==> config.mk <==
export PLATFORM = sky130hd
export DESIGN_NAME = timer_share_ctrl
export DESIGN_NICKNAME = d
export VERILOG_FILES = /design/src/rtl/timer_share_pkg.sv /design/src/rtl/timer_share_ctrl_cnt_core.sv /design/src/rtl/timer_share_ctrl.sv
export SDC_FILE = /design/constraint.sdc
export NUM_CORES = 1
export LEC_CHECK = 0
export ABC_AREA = 1
export CORE_MARGIN = 4
export CORE_UTILIZATION = 45
export DETAILED_ROUTE_END_ITERATION = 10
export PLACE_DENSITY = 0.83
export REMOVE_ABC_BUFFERS = 1
export SLEW_MARGIN = 30
export SYNTH_ARGS = -nofsm -noshare
export SYNTH_HDL_FRONTEND = slang
export SYNTH_SLANG_ARGS = --single-unit
export TNS_END_PERCENT = 30
==> constraint.sdc <==
create_clock -name clk -period 4.8 [get_ports clk]
set_input_delay 0.72 -clock clk [delete_from_list [all_inputs] [get_ports clk]]
set_output_delay 0.72 -clock clk [all_outputs]
set_load 0.005 [all_outputs]
==> src/rtl/timer_share_pkg.sv <==
// Shared types, defaults and round-robin selection for the timer share controller.
package timer_share_pkg;

    localparam int unsigned NREQ_DEF = 4;
    localparam int unsigned W_DEF    = 4;
    localparam int unsigned NREQ_MAX = 8;

    typedef enum logic [1:0] {
        IDLE = 2'd0,
        RUN  = 2'd1,
        DONE = 2'd2
    } state_e;

    typedef struct packed {
        logic        valid;
        int unsigned idx;
    } pick_t;

    // First set request bit at or above ptr, wrapping at nreq.
    function automatic pick_t rr_pick(input logic [NREQ_MAX-1:0] req,
                                      input int unsigned         ptr,
                                      input int unsigned         nreq);
        pick_t       res;
        int unsigned j;
        res = '0;
        for (int unsigned i = 0; i < NREQ_MAX; i++) begin
            if (i < nreq) begin
                j = ptr + i;
                if (j >= nreq) begin
                    j = j - nreq;
                end
                if (!res.valid && req[j]) begin
                    res.valid = 1'b1;
                    res.idx   = j;
                end
            end
        end
        return res;
    endfunction

endpackage

==> src/rtl/timer_share_ctrl_cnt_core.sv <==
// W-bit shared up-counter; clear wins over enable.
module cnt_core
    import timer_share_pkg::*;
#(
    parameter int unsigned W = W_DEF
) (
    input  logic         clk,
    input  logic         rst,
    input  logic         clr,
    input  logic         en,
    output logic [W-1:0] count
);

    logic [W-1:0] count_q;
    logic [W-1:0] count_d;

    // Next count: clear, increment or hold.
    always_comb begin
        count_d = count_q;
        if (clr) begin
            count_d = '0;
        end else if (en) begin
            count_d = count_q + W'(1);
        end
    end

    // Count register, asynchronous active-low reset.
    always_ff @(posedge clk or negedge rst) begin
        if (!rst) begin
            count_q <= '0;
        end else begin
            count_q <= count_d;
        end
    end

    assign count = count_q;

endmodule

==> src/rtl/timer_share_ctrl.sv <==
// Round-robin owner of one shared interval counter among NREQ requesters.
module timer_share_ctrl
    import timer_share_pkg::*;
#(
    parameter int unsigned NREQ = NREQ_DEF,
    parameter int unsigned W    = W_DEF
) (
    input  logic              clk,
    input  logic              rst,
    input  logic [NREQ-1:0]   req,
    input  logic [NREQ*W-1:0] len,
    input  logic              abort,
    output logic [NREQ-1:0]   gnt,
    output logic [NREQ-1:0]   done,
    output logic              busy,
    output logic [W-1:0]      count
);

    localparam int unsigned IW = (NREQ > 1) ? $clog2(NREQ) : 1;

    state_e          state_q, state_d;
    logic [IW-1:0]   ptr_q, ptr_d;
    logic [IW-1:0]   own_q, own_d;
    logic [IW-1:0]   own_inc;
    logic [W-1:0]    tgt_q, tgt_d;
    logic [NREQ-1:0] gnt_q, gnt_d;
    logic [NREQ-1:0] done_q, done_d;
    logic            cnt_clr;
    logic            cnt_en;
    pick_t           pick;

    cnt_core #(.W(W)) u_cnt (
        .clk   (clk),
        .rst   (rst),
        .clr   (cnt_clr),
        .en    (cnt_en),
        .count (count)
    );

    // Arbitration candidate and the pointer value after the current owner.
    always_comb begin
        pick    = rr_pick(NREQ_MAX'(req), 32'(ptr_q), NREQ);
        own_inc = (own_q == IW'(NREQ - 1)) ? '0 : own_q + IW'(1);
    end

    // Next state, registered outputs and counter control.
    // Counter is cleared on every path into IDLE so count reads 0 whenever idle.
    always_comb begin
        state_d = state_q;
        ptr_d   = ptr_q;
        own_d   = own_q;
        tgt_d   = tgt_q;
        gnt_d   = gnt_q;
        done_d  = '0;
        cnt_clr = 1'b0;
        cnt_en  = 1'b0;
        case (state_q)
            IDLE: begin
                cnt_clr = 1'b1;
                if (pick.valid) begin
                    own_d            = IW'(pick.idx);
                    tgt_d            = len[pick.idx*W +: W];
                    gnt_d            = '0;
                    gnt_d[pick.idx]  = 1'b1;
                    state_d          = RUN;
                end
            end
            RUN: begin
                if (abort || !req[own_q]) begin
                    cnt_clr = 1'b1;
                    gnt_d   = '0;
                    ptr_d   = own_inc;
                    state_d = IDLE;
                end else if (count == tgt_q) begin
                    done_d[own_q] = 1'b1;
                    state_d       = DONE;
                end else begin
                    cnt_en = 1'b1;
                end
            end
            DONE: begin
                cnt_clr = 1'b1;
                gnt_d   = '0;
                ptr_d   = own_inc;
                state_d = IDLE;
            end
            default: begin
                cnt_clr = 1'b1;
                gnt_d   = '0;
                state_d = IDLE;
            end
        endcase
    end

    // Controller registers, asynchronous active-low reset.
    always_ff @(posedge clk or negedge rst) begin
        if (!rst) begin
            state_q <= IDLE;
            ptr_q   <= '0;
            own_q   <= '0;
            tgt_q   <= '0;
            gnt_q   <= '0;
            done_q  <= '0;
        end else begin
            state_q <= state_d;
            ptr_q   <= ptr_d;
            own_q   <= own_d;
            tgt_q   <= tgt_d;
            gnt_q   <= gnt_d;
            done_q  <= done_d;
        end
    end

    assign gnt  = gnt_q;
    assign done = done_q;
    assign busy = (state_q != IDLE);

endmodule
==> impl_results.md, run 1 <==
- Cell repeated most along the worst path: nand2_1
- Max Buffers Root-to-Sink: 2
- CP Max Fanout: 12
- Via count: 1526
- Area leader, netlist: dfrtp_1
- H-tree depth: 1
- CTS clk-pin slew, worst paths: 0.12 ns
- Setup ws final: roughly 2.2 ns
- CP Capture Type: flop
- Max Cap Violations: 0
- First-pass DRT Iterations: 4
- Synth unique cells: 27
- Post-Layout Cell Count: 308
- Root Buffer: clkbuf_4
- Status: completed
- Fill count: 329
- Slew of the pin with the lowest slew margin: 0.495 ns
- Startpoint Class: flop
- Final Hold Vio Count: 0
- Worst setup path start: ptr_q[0]
- Detailed Route WL: 3530 um
- TritonCTS Buffers: 3
- Fin util: 0.587
- Compound-Gate Fraction of Synth Area: 0.0753
- Seq/Total Area, Yosys: 0.345
- Worst r2r path cells: 16
- Placed insts: 305
- Power per cell area: 622 mW/mm2
- Mux cell area share after synthesis: 0
- Area share of the largest cell type after synthesis: 0.345
- Clock skew: 0.0123 ns
- Post-CTS Hold Fix Bufs: 0
- TritonCTS clock tree: done
- Synth warn: 0
- WP data arrival: 2.76 ns
- DR vias/cell: 4.95
- IO buf count: 35
- Post-place setup slack: 2.11 ns
- Clock latency on the worst-skew pair: 0.30 ns
- Worst VDD drop: 0.338 mV
- Minimum clock period: 2.57 ns
- RD Place Congestion: 0.829
- Number of DRC violations after detailed-routing iteration 0: 86
- DIE HEIGHT: 67.5 um
- CP Cell Sequence: inv_6 -> ha_1 -> inv_1 -> nand3_1 -> nand2_1 -> nor2_2 -> nor2_1 -> nand2_1 -> nand2_2 -> clkinv_2 -> nand2_1 -> nand2_1 -> nand2_1 -> nand2_1 -> nand2_1 -> nand2_1
- Met1 Usage GRT: 0.214
- Gr ovfl total: 0
- Launch point of the worst reg-to-reg path: ptr_q[0]
- Crit Path Class: reg2reg
- Row cnt: 21
- Global Route Usage Sum: 0.164
- Worst path slowest cell: dfrtp_1
- Post-DRT Antenna Nets: 0
- Clk sinks: 22
- Most frequent cells in the layout: nand2_1, clkdlybuf4s50_1, inv_1, nand3_1, dfrtp_1
- Final instance area: 0.00199 mm2
- Tot Pwr: 1.24 mW
- Cell count after synthesis: between 200 and 250
- Share of layout cells above drive strength 1: 0.0840
- Worst slew margin: 0.670
- Mean area per synthesized cell: 7.00 um2
- P&R area growth vs syn: 24.6%
- I/O pins: 36
- Vias in the first global route: ~1400
- Placement Cell Area: 0.00197 mm2
- Req. time, crit path: 5.00 ns
- Resized Gates After CTS: 0
- Post-Syn Area: roughly 0.0016 mm2
- Setup Fix Bufs, Post-CTS: 0
- Seq cells post-synth: 22
- Setup Total Neg Slack: 0 ns
- DR WL/cell: 11.5 um
- Main combinational cell family by area after synthesis: simple AND/OR/NAND/NOR gates
- Met3 Usage GRT: 0.0300
- Post-DP HPWL: 2730 um
- Initial Utilization: 0.471
- Leading cell type in the layout, fill and taps excluded: nand2_1
- Synth area leaders: dfrtp_1, nand2_1, ha_1
- Final net count: 297
- Die ar.: between 0.004 and 0.005 mm2
- Initial antenna violation count: 0
- # setup viols final: 0
- RSZ-0062 raised after global routing: false
- First-pass GRT wire length: 5780 um
- Xor and xnor area share after synthesis: 0.0220
- Fin Hold WS: 0.352 ns
- Die W: 67.5 um
- HP Class: in2async
- FMAX: 389 MHz
- Post-Synth Simple-Gate Area: 0.386
- Post-synthesis adder-cell area fraction: 0.0784
- Pleak: 1.06 nW
- Global route hottest layer: met2
- Critical path's largest stage delay: 0.67 ns
- Diodes inserted: 0
- Final Max Slew Viols: 0
- Met2 Use GR: 0.278
- Drt drc: 0
- Tcrit/Tclk final: 0.535
- Largest net degree at the start of global routing: 23
- Core Box Area: 0.00339 mm2
[cells by family (layout without fill, tap and decap cells)]
logic type | count (synthesis) | count (layout)
XOR/XNOR | 4 | 4
AO/OA/AOI/OAI | 21 | 21
buffers and inverters | 33 | 67
adder cells (fa/ha/maj) | 10 | 10
AND/OR/NAND/NOR | 138 | 138
flip-flops | 22 | 22
[path summary, 6_finish.rpt]
path	end	slack [ns]
setup / recovery	tgt_q[3]	2.23
hold reg to reg	u_cnt.count[3]	0.51
hold / removal	ptr_q[0]	0.35
max in group asynchronous	tgt_q[2]	4.10
setup reg to reg	tgt_q[3]	2.23
min in group clk	u_cnt.count[3]	0.51
[metal layers]
metal | vias to the layer above | part of all wire
met3 | 4 | 0.052
met5 | - | 0
li1 | 788 | -
met2 | 45 | 0.48
met1 | 689 | 0.45
met4 | 0 | 0.012
[power by group]
part	switching, mW	internal, mW
Sequential	0.0703	0.244
Clock	0.0508	0.0293
Combinational	0.542	0.300
Total	0.664	0.573
[area by class of cell]
type / instances / area, um2 / share of cell area
clock buffers: 3 / 22.5 / 0.0113
inverters: 29 / 116 / 0.0585
multi-input cells: 173 / 896 / 0.451
flip-flops and latches: 22 / 551 / 0.277
well taps: 46 / 57.6 / 0.0289
repair buffers: 35 / 345 / 0.174
[synthesized netlist by cell type, drive strengths merged]
cell	n
and3	1
o31ai	5
inv	27
ha	10
buf	4
nor2	19
dfrtp	22
a21oi	7
clkinv	2
nand3b	2
nand2	86
xor2	2
nand4	1
nor3	1
o21ai	8
a21o	1
xnor2	2
nand3	28
[worst max-delay path: cells and delay by family (launching register included)]
family        cells  cell delay [ns]
simple gates     12             1.00
flops             1             0.67
buf+inv           3             0.43
fa+ha+maj         1             0.36
[flip-flops by register name, indices dropped and copies added, names as in the netlist]
name and cells:
tgt_q 4, gnt 4, own_q 2, u_cnt.count 4, done 4, state_q 2
ptr_q 2
Note: power is estimated with default switching activity, not from simulation.
==> run 2, diff against run 1 <==
==> constraint.sdc (replaced) <==
create_clock -name clk -period 2.4 [get_ports clk]
set_input_delay 0.36 -clock clk [delete_from_list [all_inputs] [get_ports clk]]
set_output_delay 0.36 -clock clk [all_outputs]
set_load 0.005 [all_outputs]
==> run 2 against run 1 <==
- maximum frequency is 23% higher
- clock skew down 0.0059 ns
- via count grew 1.5%
- critical path type unchanged
- core utilization is 2.8 points higher
- global-route usage increased by 0.63 points
- clock power grew to 3.5 times the previous value
- critical path depth down 1
==> impl_results.md, run 2 (synthesis gave the netlist of run 1 again) <==
- Final net count: 300
- Final Max Slew Viols: 0
- Crit Path Class: reg2reg
- Die W: 67.5 um
- Tcrit/Tclk final: 0.872
- Final instance area: 0.00208 mm2
- Power per cell area: 1310 mW/mm2
- Most frequent cells in the layout: nand2_1, clkdlybuf4s50_1, inv_1, nand3_1, dfrtp_1
- CP Capture Type: flop
- Max Cap Violations: 0
- Pleak: about 1.1 nW
- Req. time, crit path: 2.62 ns
- Setup ws final: 0.308 ns
- Root Buffer: clkbuf_4
- # setup viols final: 0
- Worst R2R Setup Slack: 0.31 ns
- Setup Fix Bufs, Post-CTS: 0
- Clock latency on the worst-skew pair: approximately 0.32 ns
- Clk sinks: 22
- Core Box Area: 0.00339 mm2
- Clock skew: between 0.006 and 0.007 ns
- Setup Total Neg Slack: 0 ns
- Largest net degree at the start of global routing: 23
- H-tree depth: 1
- Vias in the first global route: 1435
- DR vias/cell: 4.96
- Startpoint Class: flop
- Placement Cell Area: 0.00199 mm2
- RSZ-0062 raised after global routing: false
- Initial antenna violation count: 0
- Worst r2r path cells: 15
- TritonCTS clock tree: done
- Slew of the pin with the lowest slew margin: 0.442 ns
- Drt drc: 0
- I/O pins: 36
- Post-DRT Antenna Nets: 0
- Worst slew margin: 0.702
- Minimum clock period: 2.09 ns
- IO buf count: 35
- Fill count: roughly 280
- DIE HEIGHT: 67.5 um
- Max Buffers Root-to-Sink: 2
- CP Max Fanout: 12
- Placed insts: between 300 and 400
- HP Class: in2async
- Status: completed
- Via count: 1549
- Post-Layout Cell Count: 312
- TritonCTS Buffers: 3
- First-pass DRT Iterations: 5
- WP data arrival: 2.32 ns
- Diodes inserted: 0
- Post-place setup slack: around 0.076 ns
- DR WL/cell: 11.2 um
- Post-DP HPWL: 2660 um
- Global Route Usage Sum: 0.170
- Die ar.: roughly 0.0046 mm2
- Share of layout cells above drive strength 1: 0.102
- Number of DRC violations after detailed-routing iteration 0: ~110
- Row cnt: 21
- Final Hold Vio Count: 0
- First-pass GRT wire length: 6020 um
- FMAX: 478 MHz
- Reg2reg end: tgt_q[0]
- Gr ovfl total: 0
- RD Place Congestion: 0.797
- CTS clk-pin slew, worst paths: ~0.12 ns
- Detailed Route WL: ~3500 um
- Launch point of the worst reg-to-reg path: ptr_q[0]
- Worst VDD drop: 0.554 mV
- Leading cell type in the layout, fill and taps excluded: nand2_1
- Initial Utilization: 0.471
- P&R area growth vs syn: 30.6%
## run 2: cell type report
type	count	area (um2)	area share
repair buffers	38	373	0.179
clock buffers	3	22.5	0.0108
clock inverters	1	30.0	0.0144
flip-flops and latches	22	551	0.264
multi-input cells	173	932	0.447
inverters	29	118	0.0565
well taps	46	57.6	0.0276
## run 2: how the worst max path moves through the flow
stage | startpoint | slack [ns] | to
global route | ptr_q[1] | 0.07 | tgt_q[0]
floorplan | ptr_q[0] | 0.26 | tgt_q[3]
finish | ptr_q[0] | 0.31 | tgt_q[0]
detailed placement | req[3] | 0.08 | tgt_q[3]
CTS | ptr_q[0] | 0.15 | tgt_q[3]
global placement | req[3] | 0.17 | tgt_q[3]
## run 2: power breakdown
part,switching (mW),leakage [nW],total (mW),internal [mW]
Sequential,0.0990,0.287,0.587,0.488
Combinational,1.18,0.799,1.85,0.670
Clock,0.115,0.0279,0.284,0.169
Total,1.39,1.11,2.72,1.33
## run 2: layer usage
layer,up-vias,wire length [um],part of all wire,global-route usage
li1,800,-,-,-
met1,705,1600,0.46,0.228
met2,39,1670,0.48,0.283
met3,5,190,0.054,0.0283
met4,0,36,0.010,0.0405
met5,-,0,0,0
## run 2: what timing repair did
item	4_1_cts	5_1_grt
hold buffers	0	0
endpoints found under the setup margin	0	4
gates resized for setup	0	6
## run 2: worst max-delay path: stages (launching register included)
cell	delay [ns]
dfrtp_1	0.44
inv_6	0.07
ha_4	0.28
inv_1	0.09
nand3_1	0.10
nand2_1	0.09
nor2_2	0.21
nor2_1	0.07
nand2_1	0.11
nand2_4	0.12
inv_4	0.12
nand2_1	0.06
nand2_1	0.06
nand2_1	0.05
nand3_1	0.09
nand2_1	0.05
## run 2: stage by stage
stage           util  hold WS, ns  power, mW
2_1_floorplan      -       0.0644       1.88
3_3_place_gp   0.588        0.489       2.28
3_5_place_dp   0.588        0.487       2.33
4_1_cts        0.604        0.386       2.62
5_1_grt        0.615        0.399       3.03
6_report       0.615        0.375       2.72
